## config.mk

```make
export PLATFORM = sky130hd
export DESIGN_NAME = i2c_access_arbiter
export DESIGN_NICKNAME = d
export VERILOG_FILES = /design/src/rtl/i2c_access_arbiter.sv
export SDC_FILE = /design/constraint.sdc
export NUM_CORES = 1
export LEC_CHECK = 0
export ABC_AREA = 1
export CAP_MARGIN = 20
export CORE_MARGIN = 2
export CORE_UTILIZATION = 30
export DETAILED_ROUTE_END_ITERATION = 10
export GPL_TIMING_DRIVEN = 0
export PLACE_DENSITY = 0.56
export SLEW_MARGIN = 20
export SYNTH_ARGS = -nofsm -noshare
export SYNTH_HDL_FRONTEND = slang
export SYNTH_SLANG_ARGS = --single-unit
```

## constraint.sdc

```tcl
create_clock -name clk -period 2.7 [get_ports clk]
set_input_delay 0.54 -clock clk [delete_from_list [all_inputs] [get_ports clk]]
set_output_delay 0.54 -clock clk [all_outputs]
set_load 0.005 [all_outputs]
```

## src/rtl/i2c_access_arbiter.sv

```systemverilog
// Round-robin arbiter sharing one I2C master between diagnostics clients.
// One byte transaction per grant, with a start-to-done watchdog on the master.
module i2c_access_arbiter #(
  parameter int g_requesters = 4,
  parameter int g_timeout    = 2_000_000
) (
  input  logic                        clk,
  input  logic                        rst,
  input  logic [g_requesters-1:0]     Req_ib,
  input  logic [g_requesters*7-1:0]   Addr_ib,
  input  logic [g_requesters-1:0]     Rnw_ib,
  input  logic [g_requesters*8-1:0]   Wdata_ib,
  output logic [g_requesters-1:0]     Grant_ob,
  output logic [g_requesters-1:0]     Done_ob,
  output logic [7:0]                  Rdata_ob8,
  output logic                        Err_o,
  output logic                        MStart_o,
  output logic [6:0]                  MAddr_ob7,
  output logic                        MRnw_o,
  output logic [7:0]                  MWdata_ob8,
  output logic                        MAbort_o,
  input  logic                        MBusy_i,
  input  logic                        MDone_i,
  input  logic                        MNack_i,
  input  logic [7:0]                  MRdata_ib8
);
  localparam int IW = (g_requesters > 1) ? $clog2(g_requesters) : 1;
  localparam int TW = $clog2(g_timeout);

  typedef enum logic [2:0] {S_IDLE, S_ARB, S_START, S_WAIT, S_DONE} state_t;

  state_t                  state_q, state_d;
  logic [IW-1:0]           rr_q, rr_d;
  logic [IW-1:0]           gidx_q, gidx_d;
  logic [g_requesters-1:0] grant_q, grant_d;
  logic [6:0]              maddr_q, maddr_d;
  logic                    mrnw_q, mrnw_d;
  logic [7:0]              mwdata_q, mwdata_d;
  logic [7:0]              rdata_q, rdata_d;
  logic                    err_q, err_d;
  logic                    mstart_q, mstart_d;
  logic [TW-1:0]           timer_q, timer_d;
  logic                    abort;
  logic                    win_found;
  int                      win_idx;

  always_comb begin
    win_found = 1'b0;
    win_idx   = 0;
    // Scan starting at the round-robin pointer so the last winner goes to the back.
    for (int k = 0; k < g_requesters; k++) begin
      if (!win_found && Req_ib[(int'(rr_q) + k) % g_requesters]) begin
        win_found = 1'b1;
        win_idx   = (int'(rr_q) + k) % g_requesters;
      end
    end
  end

  always_comb begin
    state_d  = state_q;
    rr_d     = rr_q;
    gidx_d   = gidx_q;
    grant_d  = grant_q;
    maddr_d  = maddr_q;
    mrnw_d   = mrnw_q;
    mwdata_d = mwdata_q;
    rdata_d  = rdata_q;
    err_d    = err_q;
    mstart_d = 1'b0;
    timer_d  = timer_q;
    abort    = 1'b0;
    case (state_q)
      S_IDLE: if (|Req_ib) state_d = S_ARB;
      S_ARB: begin
        if (!win_found) begin
          state_d = S_IDLE;
        end else if (!MBusy_i) begin
          grant_d          = '0;
          grant_d[win_idx] = 1'b1;
          gidx_d           = IW'(win_idx);
          maddr_d          = Addr_ib[win_idx*7 +: 7];
          mrnw_d           = Rnw_ib[win_idx];
          mwdata_d         = Wdata_ib[win_idx*8 +: 8];
          state_d          = S_START;
        end
      end
      S_START: begin
        mstart_d = 1'b1;
        timer_d  = '0;
        state_d  = S_WAIT;
      end
      S_WAIT: begin
        // A completion in the final timer cycle takes priority over the abort.
        if (MDone_i) begin
          if (mrnw_q) rdata_d = MRdata_ib8;
          err_d   = MNack_i;
          state_d = S_DONE;
        end else if (timer_q == TW'(g_timeout - 1)) begin
          abort   = 1'b1;
          err_d   = 1'b1;
          state_d = S_DONE;
        end else begin
          timer_d = timer_q + TW'(1);
        end
      end
      S_DONE: begin
        rr_d    = (int'(gidx_q) == g_requesters - 1) ? '0 : gidx_q + IW'(1);
        grant_d = '0;
        state_d = S_IDLE;
      end
      default: state_d = S_IDLE;
    endcase
  end

  always_ff @(posedge clk or posedge rst) begin
    if (rst) begin
      state_q  <= S_IDLE;
      rr_q     <= '0;
      gidx_q   <= '0;
      grant_q  <= '0;
      maddr_q  <= '0;
      mrnw_q   <= 1'b0;
      mwdata_q <= '0;
      rdata_q  <= '0;
      err_q    <= 1'b0;
      mstart_q <= 1'b0;
      timer_q  <= '0;
    end else begin
      state_q  <= state_d;
      rr_q     <= rr_d;
      gidx_q   <= gidx_d;
      grant_q  <= grant_d;
      maddr_q  <= maddr_d;
      mrnw_q   <= mrnw_d;
      mwdata_q <= mwdata_d;
      rdata_q  <= rdata_d;
      err_q    <= err_d;
      mstart_q <= mstart_d;
      timer_q  <= timer_d;
    end
  end

  assign Grant_ob   = grant_q;
  assign Done_ob    = (state_q == S_DONE) ? grant_q : '0;
  assign Rdata_ob8  = rdata_q;
  assign Err_o      = err_q;
  assign MStart_o   = mstart_q;
  assign MAddr_ob7  = maddr_q;
  assign MRnw_o     = mrnw_q;
  assign MWdata_ob8 = mwdata_q;
  assign MAbort_o   = abort;
endmodule

```

==> run metrics <==
Final nets=942; Final Cycle Share=99.3%; WL/cell=15.3 um; Slew headroom=66.6%; Vias=5203; H-tree depth=3; Post-synth EDFFs=0; drt pass-1 iters=6; Iter 0 DRT Violations=414; Post-Place Setup Slack=-1.05 ns; Design Area, Final=7160 um^2; layout cells sized above 1=22.9%; clock latency on the worst-skew pair=0.33 ns; CTS tree=built; fill count=1468; Netlist cell types=38; DP Area=6000 um^2; largest net degree at the start of global routing=35; core area=15000 um^2; clock root cell=clkbuf_16; Die Footprint=16300 um^2; ys async rst share=100%; ys flop type=dfrtp_1; cts bufs inserted=9; grt total ovfl=0; Final Setup Violations=0; clk slew on worst S/H paths=0.05 ns; RSZ-0062 raised after global routing=yes; GPL Wtd Cong=0.878; Layout Area Growth over Synthesis=56.5%; cell count after synthesis=692; top area cells in the synthesized netlist=dfrtp_1 32%, nand2_1 14%, nand3_1 14%; Critical Path End Type=register; I/O pin cnt=116; Tmin final=2.68 ns; flops & latches, synth=58; Cell Area, Synth=4570 um^2; DRC=0; Worst Hold Class=register to register; sequential fraction of the synthesis area=31.7%; n_diodes=0; vias in the first global route=4989; GR Util All Layers=19.0%; status=complete, no violations; chip height=127 um; first-pass GRT wire length=24.9 mm; FMAX=0.373 GHz; most frequent cells in the layout=153 x nand2_1, 110 x clkdlybuf4s50_1, 94 x nand3_1; share of the synthesized area in the top cell type=31.7%; Maximum Capacitance Violations=0; DP HPWL=11.4 mm; Routed Antenna Nets=0; worst slew pin tran=0.501 ns; R2R cell count=22; num rows=45; Max Clock Skew=0.00522 ns; final worst setup slack=0.0190 ns; DRT Wirelength=16.0 mm; CP Cell Sequence=buf_6, nand2_2, nand2_2, nand2_2, nand2_2, nor2_4, nand3_4, nand2_4, buf_12, nand2_8, ha_4, buf_12, inv_12, clkbuf_16, nand3_2, nand3_2, nand2_1, inv_1, nand2_1, nand2_1, nand2_1, nand2_1; via density per instance=4.98; commonest non-fill, non-tap cell in the layout=nand2_1; CP Data Required Time=2.92 ns; post-synth top area cell=dfrtp_1; Fin. Hold Viols=0; IO Port Bufs=115; Max Transition Viols Final=0; Multi-input gate area=3020 um^2; hold path cells=2; dpl cells=996; Clock Sinks=58; initial antenna violation count=0; Starting Density=30.4%; Net Count, Synth=782; setup TNS=0 ns; crit path launch type=register; syn_area_per_cell=6.61 um^2; FF+latch area=1450 um^2; max incr delay on CP=0.42 ns; die width=127 um; CTS max path bufs=2; non-filler cells, final=1045; slowest CP cell=dfrtp_1; crit path DAT=2.90 ns; most frequent CP cell=nand2_1; critical path type=register to register; worst-path maximum fanout=8; Yosys warnings=0
[worst paths after layout]
path,slack [ns],start,end
worst max-delay path,0.02,rr_q[0]$_DFFE_PP0P_,MAddr_ob7[6]$_DFFE_PP0P_
worst min-delay path,0.49,MAddr_ob7[5]$_DFFE_PP0P_,MAddr_ob7[5]$_DFFE_PP0P_
worst max register to register,0.02,rr_q[0]$_DFFE_PP0P_,MAddr_ob7[6]$_DFFE_PP0P_
worst min register to register,0.49,MAddr_ob7[5]$_DFFE_PP0P_,MAddr_ob7[5]$_DFFE_PP0P_
max in group asynchronous,1.67,rst,rr_q[1]$_DFFE_PP0P_
min in group asynchronous,0.54,rst,Rdata_ob8[1]$_DFFE_PP0P_
[timing repair]
action                     CTS  global route
hold buffers                 0             0
setup endpoints to repair    8             7
pin swaps                   17            44
resized for setup           83            69
gates cloned                 1             4
buffers inserted            18            17
hold endpoints to repair     0             0
[cell families (layout without fill, tap and decap cells)]
kind of cell             after synthesis  count (layout)  share of synthesized area, %
AO/OA/AOI/OAI                         75              75                          9.68
XOR/XNOR                               2               2                         0.383
adder cells (fa/ha/maj)                9               9                          2.46
buffers and inverters                115             280                          11.1
flip-flops                            58              58                          31.7
multiplexers                           8               8                          1.97
AND/OR/NAND/NOR                      425             425                          42.7
[area by class of cell]
cell class,instances,share of cell area [%]
Multi-Input combinational cell,519,42.1
Timing Repair Buffer,155,21.5
Sequential cell,58,20.3
Inverter,86,5.02
Clock buffer,11,3.53
Buffer,22,3.39
Tap cell,188,3.29
Clock inverter,5,0.734
Timing Repair inverter,1,0.122
[stage by stage]
| step | hold slack [ns] | utilization [%] |
|---|---|---|
| 2_1_floorplan | 0.454 | - |
| 3_3_place_gp | 0.477 | 39.8 |
| 3_5_place_dp | 0.470 | 39.9 |
| 4_1_cts | 0.496 | 44.6 |
| 5_1_grt | 0.510 | 47.6 |
| 6_report | 0.491 | 47.6 |
[state kept, by name, summed over array words and instances (netlist names)]
| signal | flops |
|---|---|
| MAddr_ob7 | 7 |
| state_q | 3 |
| MStart_o | 1 |
| Rdata_ob8 | 8 |
| rr_q | 2 |
| timer_q | 21 |
| MWdata_ob8 | 8 |
| Grant_ob | 4 |
| Err_o | 1 |
| MRnw_o | 1 |
| gidx_q | 2 |
[worst max-delay path, delay by kind of cell, from the launching register on]
| kind | cells | cell delay, ns |
|---|---|---|
| buffers and inverters | 6 | 0.67 |
| AND/OR/NAND/NOR | 15 | 1.16 |
| flip-flops | 1 | 0.42 |
| adder cells (fa/ha/maj) | 1 | 0.30 |
[per-layer routing]
metal	track usage (%)	vias up	wire length, um
met5	0	-	0
met4	4.85	0	301
met3	4.10	26	878
met2	33.0	148	7980
met1	24.1	2418	6870
li1	-	2611	-
[Yosys cell counts, types with 3 or more instances]
cell / count
nand2_1: 174
nand3_1: 129
inv_1: 82
nor2_1: 67
dfrtp_1: 58
o21ai_0: 30
a21oi_1: 18
nand3_2: 10
nand4_1: 10
nor3_1: 10
buf_2: 9
ha_1: 9
mux2_2: 8
clkbuf_1: 7
nand2_2: 7
a31oi_1: 6
nand3b_1: 6
buf_6: 5
nor4_1: 5
o21bai_1: 5
o311ai_1: 5
buf_4: 4
o31ai_1: 4
buf_1: 3
inv_2: 3
Power is left out: the tool's default activity adds up to more than one toggle a clock period on the data nets, which glitch-free logic cannot reach.
